--- src/rtl/fetch_unit_pkg.sv ---
// Shared constants for the instruction-fetch front end.
package fetch_unit_pkg;

  localparam int              INSTR_W      = 32;
  localparam int              PC_INC       = 4;
  localparam int              XLEN_DEF     = 32;
  localparam logic [31:0]     RESET_PC_DEF = 32'h0000_0000;

endpackage

--- src/rtl/fetch_unit_if.sv ---
// Bundles the imem request/response, redirect and decode-side handshakes of the fetch unit.
interface fetch_unit_if
  import fetch_unit_pkg::*;
#(
  parameter int XLEN = XLEN_DEF
);

  logic               imem_req_valid;
  logic               imem_req_ready;
  logic [XLEN-1:0]    imem_req_addr;
  logic               imem_rsp_valid;
  logic [INSTR_W-1:0] imem_rsp_data;
  logic               redirect_valid;
  logic [XLEN-1:0]    redirect_pc;
  logic               out_valid;
  logic               out_ready;
  logic [XLEN-1:0]    out_pc;
  logic [INSTR_W-1:0] out_instr;

  modport master (
    output imem_req_valid, imem_req_addr, out_valid, out_pc, out_instr,
    input  imem_req_ready, imem_rsp_valid, imem_rsp_data, redirect_valid, redirect_pc, out_ready
  );

  modport slave (
    input  imem_req_valid, imem_req_addr, out_valid, out_pc, out_instr,
    output imem_req_ready, imem_rsp_valid, imem_rsp_data, redirect_valid, redirect_pc, out_ready
  );

endinterface

--- src/rtl/fetch_unit_queue.sv ---
// First-word-fall-through synchronous FIFO with flush; holds {pc, instr} pairs for decode.
module fetch_queue #(
  parameter  int WIDTH = 64,
  parameter  int DEPTH = 4,
  localparam int AW    = $clog2(DEPTH),
  localparam int CW    = AW + 1
) (
  input  logic             clk_i,
  input  logic             rst_ni,
  input  logic             push_i,
  input  logic [WIDTH-1:0] data_i,
  input  logic             pop_i,
  input  logic             flush_i,
  output logic [WIDTH-1:0] data_o,
  output logic             empty_o,
  output logic [CW-1:0]    count_o
);

  logic [WIDTH-1:0] mem_q [DEPTH];
  logic [AW-1:0]    rd_ptr_q, rd_ptr_d;
  logic [AW-1:0]    wr_ptr_q, wr_ptr_d;
  logic [CW-1:0]    count_q, count_d;
  logic             do_push, do_pop;

  // A push into a full queue is legal only when the head leaves in the same cycle.
  assign do_pop  = pop_i && (count_q != '0);
  assign do_push = push_i && ((count_q != CW'(DEPTH)) || do_pop);

  always_comb begin
    rd_ptr_d = rd_ptr_q;
    wr_ptr_d = wr_ptr_q;
    count_d  = count_q;
    if (flush_i) begin
      rd_ptr_d = '0;
      wr_ptr_d = '0;
      count_d  = '0;
    end else begin
      if (do_pop)  rd_ptr_d = rd_ptr_q + AW'(1);
      if (do_push) wr_ptr_d = wr_ptr_q + AW'(1);
      count_d = count_q + CW'(do_push) - CW'(do_pop);
    end
  end

  always_ff @(posedge clk_i) begin
    if (!rst_ni) begin
      rd_ptr_q <= '0;
      wr_ptr_q <= '0;
      count_q  <= '0;
    end else begin
      rd_ptr_q <= rd_ptr_d;
      wr_ptr_q <= wr_ptr_d;
      count_q  <= count_d;
    end
  end

  always_ff @(posedge clk_i) begin
    if (do_push && !flush_i) mem_q[wr_ptr_q] <= data_i;
  end

  assign data_o  = mem_q[rd_ptr_q];
  assign empty_o = (count_q == '0);
  assign count_o = count_q;

endmodule

--- src/rtl/fetch_unit.sv ---
// Instruction-fetch front end: credit-limited in-order imem requests, response queue to decode,
// and redirects that flush the queue and drop responses still in flight.
module fetch_unit
  import fetch_unit_pkg::*;
#(
  parameter int              XLEN     = XLEN_DEF,
  parameter logic [XLEN-1:0] RESET_PC = XLEN'(RESET_PC_DEF),
  parameter int              FQ_DEPTH = 4
) (
  input  logic         clk,
  input  logic         reset,
  fetch_unit_if.master bus
);

  localparam int CW = $clog2(FQ_DEPTH) + 1;

  logic [XLEN-1:0]         fetch_pc_q, fetch_pc_d;
  logic [XLEN-1:0]         rsp_pc_q, rsp_pc_d;
  logic [CW-1:0]           outstanding_q, outstanding_d;
  logic [CW-1:0]           drop_cnt_q, drop_cnt_d;
  logic                    req_en_q;
  logic [CW-1:0]           fq_count;
  logic                    fq_empty;
  logic [CW:0]             credit_used;
  logic                    req_fire, rsp_eff, push, pop;
  logic [XLEN+INSTR_W-1:0] fq_wdata, fq_rdata;

  function automatic logic [XLEN-1:0] word_align(input logic [XLEN-1:0] pc);
    return {pc[XLEN-1:2], 2'b00};
  endfunction

  // req_en_q keeps the request channel quiet for the first cycle after a reset edge.
  assign credit_used        = {1'b0, outstanding_q} + {1'b0, fq_count};
  assign bus.imem_req_valid = reset && req_en_q && !bus.redirect_valid
                              && (credit_used < (CW+1)'(FQ_DEPTH));
  assign bus.imem_req_addr  = fetch_pc_q;

  assign req_fire = bus.imem_req_valid && bus.imem_req_ready;
  // A response with nothing outstanding is a protocol error and is ignored.
  assign rsp_eff  = bus.imem_rsp_valid && (outstanding_q != '0);
  assign push     = rsp_eff && (drop_cnt_q == '0) && !bus.redirect_valid;
  assign pop      = bus.out_valid && bus.out_ready;
  assign fq_wdata = {rsp_pc_q, bus.imem_rsp_data};

  always_comb begin
    fetch_pc_d    = fetch_pc_q;
    rsp_pc_d      = rsp_pc_q;
    drop_cnt_d    = drop_cnt_q;
    outstanding_d = outstanding_q + CW'(req_fire) - CW'(rsp_eff);
    if (bus.redirect_valid) begin
      // Everything still outstanding, minus a response consumed this cycle, is now stale.
      fetch_pc_d = word_align(bus.redirect_pc);
      rsp_pc_d   = word_align(bus.redirect_pc);
      drop_cnt_d = outstanding_q - CW'(rsp_eff);
    end else begin
      if (req_fire)                        fetch_pc_d = fetch_pc_q + XLEN'(PC_INC);
      if (push)                            rsp_pc_d   = rsp_pc_q + XLEN'(PC_INC);
      if (rsp_eff && (drop_cnt_q != '0))   drop_cnt_d = drop_cnt_q - CW'(1);
    end
  end

  always_ff @(posedge clk) begin
    if (!reset) begin
      fetch_pc_q    <= RESET_PC;
      rsp_pc_q      <= RESET_PC;
      outstanding_q <= '0;
      drop_cnt_q    <= '0;
      req_en_q      <= 1'b0;
    end else begin
      fetch_pc_q    <= fetch_pc_d;
      rsp_pc_q      <= rsp_pc_d;
      outstanding_q <= outstanding_d;
      drop_cnt_q    <= drop_cnt_d;
      req_en_q      <= 1'b1;
    end
  end

  fetch_queue #(
    .WIDTH (XLEN + INSTR_W),
    .DEPTH (FQ_DEPTH)
  ) u_fetch_queue (
    .clk_i   (clk),
    .rst_ni  (reset),
    .push_i  (push),
    .data_i  (fq_wdata),
    .pop_i   (pop),
    .flush_i (bus.redirect_valid),
    .data_o  (fq_rdata),
    .empty_o (fq_empty),
    .count_o (fq_count)
  );

  assign bus.out_valid = !fq_empty;
  assign bus.out_pc    = fq_rdata[XLEN+INSTR_W-1:INSTR_W];
  assign bus.out_instr = fq_rdata[INSTR_W-1:0];

  rsp_without_request: assert property (@(posedge clk) disable iff (!reset)
    bus.imem_rsp_valid |-> (outstanding_q != '0));

endmodule

--- src/flat_wrapper.sv ---
// flat-port wrapper written by rule: the top's interface ports become plain ports
module fetch_unit_flat import fetch_unit_pkg::*;
#(
  parameter int              XLEN     = XLEN_DEF,
  parameter logic [XLEN-1:0] RESET_PC = XLEN'(RESET_PC_DEF),
  parameter int              FQ_DEPTH = 4
)
  (clk, reset, bus_imem_req_valid, bus_imem_req_addr, bus_out_valid, bus_out_pc, bus_out_instr, bus_imem_req_ready, bus_imem_rsp_valid, bus_imem_rsp_data, bus_redirect_valid, bus_redirect_pc, bus_out_ready);
  fetch_unit_if #(.XLEN(XLEN)) bus_i ();
  input  logic clk;
  input  logic reset;
  output wire logic [$bits(bus_i.imem_req_valid)-1:0] bus_imem_req_valid;
  output wire logic [$bits(bus_i.imem_req_addr)-1:0] bus_imem_req_addr;
  output wire logic [$bits(bus_i.out_valid)-1:0] bus_out_valid;
  output wire logic [$bits(bus_i.out_pc)-1:0] bus_out_pc;
  output wire logic [$bits(bus_i.out_instr)-1:0] bus_out_instr;
  input wire logic [$bits(bus_i.imem_req_ready)-1:0] bus_imem_req_ready;
  input wire logic [$bits(bus_i.imem_rsp_valid)-1:0] bus_imem_rsp_valid;
  input wire logic [$bits(bus_i.imem_rsp_data)-1:0] bus_imem_rsp_data;
  input wire logic [$bits(bus_i.redirect_valid)-1:0] bus_redirect_valid;
  input wire logic [$bits(bus_i.redirect_pc)-1:0] bus_redirect_pc;
  input wire logic [$bits(bus_i.out_ready)-1:0] bus_out_ready;
  assign bus_imem_req_valid = bus_i.imem_req_valid;
  assign bus_imem_req_addr = bus_i.imem_req_addr;
  assign bus_out_valid = bus_i.out_valid;
  assign bus_out_pc = bus_i.out_pc;
  assign bus_out_instr = bus_i.out_instr;
  assign bus_i.imem_req_ready = bus_imem_req_ready;
  assign bus_i.imem_rsp_valid = bus_imem_rsp_valid;
  assign bus_i.imem_rsp_data = bus_imem_rsp_data;
  assign bus_i.redirect_valid = bus_redirect_valid;
  assign bus_i.redirect_pc = bus_redirect_pc;
  assign bus_i.out_ready = bus_out_ready;
  fetch_unit #(.XLEN(XLEN), .RESET_PC(RESET_PC), .FQ_DEPTH(FQ_DEPTH)) u_core (.clk(clk), .reset(reset), .bus(bus_i));
endmodule
--- config.mk ---
export PLATFORM = sky130hd
export DESIGN_NAME = fetch_unit_flat
export DESIGN_NICKNAME = d
export VERILOG_FILES = /design/src/rtl/fetch_unit_pkg.sv /design/src/rtl/fetch_unit_if.sv /design/src/rtl/fetch_unit_queue.sv /design/src/rtl/fetch_unit.sv /design/src/flat_wrapper.sv
export SDC_FILE = /design/constraint.sdc
export NUM_CORES = 1
export LEC_CHECK = 0
export ABC_AREA = 1
export BUFFER_PORTS_ARGS = -buffer_cell sky130_fd_sc_hd__buf_2
export CAP_MARGIN = 10
export CORE_ASPECT_RATIO = 1.25
export CORE_MARGIN = 1.5
export CORE_UTILIZATION = 50
export CTS_BUF_LIST = sky130_fd_sc_hd__clkbuf_8
export DETAILED_ROUTE_END_ITERATION = 7
export PLACE_DENSITY_LB_ADDON = 0.2
export SLEW_MARGIN = 5
export SYNTH_ARGS = -nofsm -noshare
export SYNTH_HDL_FRONTEND = slang
export SYNTH_SLANG_ARGS = --single-unit
--- constraint.sdc ---
create_clock -name clk -period 4.5 [get_ports clk]
set_input_delay 0.225 -clock clk [delete_from_list [all_inputs] [get_ports clk]]
set_output_delay 0.225 -clock clk [all_outputs]
set_load 0.01 [all_outputs]
==> flow_summary.toml <==
[critical_path]
rr_worst_depth = 15
crit_fanout = 85
crit_cells = 5
critPathCapture = "bus_out_instr[22]"
crit_arrival_ns = 3.17
cp.required_ns = 4.28
crit_slowest_cell = "clkinv_2"
crit_family = "buffers and inverters"
end_kind = "output port"
cp-start-kind = "flop"
cp_num_buf_inv = 3
timing_worst_setup_path_type = "reg -> out"
worstPathCellList = "clkinv_2, buf_4, o21ai_0, o22ai_1, buf_2"
r2r-start = "u_core.drop_cnt_q[0]"
r2r_slack_ns = 1.63
r2r-end = "u_core.u_fetch_queue.count_o[2]"
slowest_delay_ns = 0.91

[sta]
relSlewSlack_pct = 26.9
hold_slack_ns = 0.0202
worst_pin_slew_ns = 1.10
finalSetupViolCount = 0
fmax_mhz = 294
period_minus_slack_ns = 3.40
slew_viol_final = 0
fin_worst_skew_ns = 0.0134
rsz0062_at_grt = "false"
hold_viol_final = 0
tns_ns = 0
finalCritPeriodShare_pct = 75.5

[logic_synthesis]
ys_seq_elements = 324
synth_cell_types = 36
syn_avg_cell_area_um2 = 9.83
synth_area_um2 = 14200
synthCells = 1447
yosys_warnings = 0
synth_seq_area_share_pct = 63.1

[worst_hold_path]
hp-class = "in -> reg"

[cts]
ctsResizeCount = 0
path_clk_slew_ns = 0.06
clkSinkCount = 324
clock_path_buffers = 3
clock-root-buffer = "clkbuf_8"
cts_tree = "yes"
clkLatencyLatePin_ns = 0.57
htree_num_levels = 2
cts_buffers = 49
postCtsSetupRepairBufs = 0

[finish]
layout_common_cells = "264 x nand2_1, 248 x edfxtp_1, 225 x nor2_1, 161 x buf_2, 158 x o21ai_0"
register_area_um2 = 8970
diodes = 0
fin_nets = 1748
syn_to_final_growth_pct = 17.8
final_common_cell = "nand2_1"
multi_input_area_um2 = 4550
drive_gt1_share_pct = 15.8
fillers = 2369
post-route-util_pct = 60.2

[power_and_ir_drop]
pwr_density_cell_nw_per_um2 = 393
finalPower_w = 0.00658
leakage_nw = 6.49
peakVddDrop_mv = 0.222

[grt]
grt_pass1_vias = 10322
track_usage_pct = 22.7
grt_pass1_wl_um = 52400
globalRoute.totalOverflow = 0
grt_max_degree = 93
antenna_found_initial = 0

[floorplan]
start_util_pct = 51.1
fp.dieW_um = 154
die_height_um = 192
boundaryPins = 168
coreArea_um2 = 27800
num_rows = 68
dieArea_um2 = 29500

[run]
cap_violations = 0

[placement]
globalplace.congestion = 0.942
dp_hpwl_um = 20900
port_buffers = 161

[routing]
route.vias.total = 10920
dr.pass1.iters = 5
ant_nets = 0
avgViaCountPerCell = 5.34
wire_per_inst_um = 16.4
drtIter0Drc = 794
drc = 0
wirelength_um = 33500

[run_status]
status = "finished, final reports clean"
[logic make-up after synthesis]
family	after synthesis	synth area share, %
other	1	0.0264
adders and majority gates	18	1.69
xor gates and xnor gates	16	0.985
DFF	324	63.1
and+or+nand+nor	611	17.7
AOI/OAI and AO/OA	295	11.3
buffers and inverters	182	5.23
[synthesized netlist by cell type]
cell type,n,area share [%]
a21oi_2,1,0.062
clkbuf_1,42,1.1
buf_1,2,0.053
o21ai_1,3,0.11
ha_1,16,1.4
conb_1,1,0.026
buf_6,3,0.24
nand3_1,80,2.8
nand2_2,3,0.13
nor2_1,229,6.0
buf_2,15,0.53
fa_1,2,0.28
buf_4,5,0.26
nor3_1,7,0.25
a21boi_0,1,0.053
o211ai_1,6,0.32
nor2_2,3,0.13
o21bai_1,3,0.16
inv_1,111,2.9
inv_2,4,0.11
a21oi_1,47,1.7
a31oi_1,9,0.40
or2_2,4,0.18
nand2_4,1,0.079
edfxtp_1,248,52
nor2_4,4,0.32
dfxtp_1,76,11
xnor2_1,4,0.25
xor2_1,12,0.74
o21ai_0,158,5.6
o21a_1,2,0.11
o22ai_1,64,2.8
nand4_1,3,0.13
nand3b_1,13,0.69
nand2_1,264,7.0
o31ai_1,1,0.053
[how the worst min path moves through the flow]
stage | from | to | slack [ns] | cells past startpoint
floorplan | reset | u_core.req_en_q | 0.25 | 0
finish | bus_redirect_pc[18] | u_core.rsp_pc_q[18] | 0.02 | 5
detailed placement | bus_imem_rsp_data[0] | u_core.u_fetch_queue.mem_q[2][0] | 0.44 | 1
global route | bus_redirect_pc[18] | u_core.rsp_pc_q[18] | 0.04 | 5
CTS | bus_redirect_pc[10] | u_core.bus.imem_req_addr[10] | 0.0005 | 5
global placement | bus_imem_rsp_data[15] | u_core.u_fetch_queue.mem_q[1][15] | 0.44 | 1
[what timing repair did]
action | CTS | global route
setup endpoints to repair | 0 | 0
hold endpoints to repair | 152 | 0
hold buffers | 50 | 0
[worst reg2reg max path, stage by stage (launching register included)]
cell	delay [ns]
dfxtp_1	0.32
inv_1	0.08
ha_1	0.14
inv_1	0.04
nor2_1	0.09
nand3_1	0.18
nor2_1	0.14
buf_4	0.23
nand2_2	0.22
ha_1	0.35
inv_1	0.06
ha_1	0.13
inv_1	0.04
fa_1	0.37
or2_2	0.30
a21oi_1	0.12
[per-stage QoR]
step	worst slack (ns)	area, um2	cells
after floorplan	0.267	14200	1450
after CTS	1.06	16800	2044
final	1.10	16800	2044
after global routing	0.829	16800	2044
after global placement	1.69	15300	1909
after detailed placement	1.63	15300	1909
[flip-flops by register name, indices dropped and copies added (netlist names), named ones only]
register,flops
u_core.outstanding_q,3
u_core.u_fetch_queue.count_o,3
u_core.drop_cnt_q,3
u_core.u_fetch_queue.mem_q,248
u_core.u_fetch_queue.rd_ptr_q,2
u_core.req_en_q,1
u_core.rsp_pc_q,30
u_core.bus.imem_req_addr,30
u_core.u_fetch_queue.wr_ptr_q,2
[power breakdown]
group	total (W)	internal [W]	switching, W
clock network	0.00232	0.00120	0.00112
logic	0.000742	0.000285	0.000456
registers	0.00352	0.00339	0.000132
total	0.00658	0.00487	0.00171
[routing by layer]
| layer | vias up | global-route usage [%] | wire length, um |
|---|---|---|---|
| met5 | - | 0 | 0 |
| met4 | 0 | 8.78 | 1090 |
| met3 | 69 | 3.31 | 1750 |
| met2 | 348 | 41.0 | 16800 |
| met1 | 5115 | 27.4 | 13900 |
| li1 | 5388 | - | - |
[cell type report]
class | count | area share (%)
clock inverter | 36 | 1.49
tap | 350 | 2.61
timing repair buffer | 226 | 8.54
sequential | 324 | 53.6
clock buffer | 49 | 4.03
multi-input combinational | 944 | 27.2
inverter | 115 | 2.58
No activity file was read; power rests on OpenSTA's default activity.
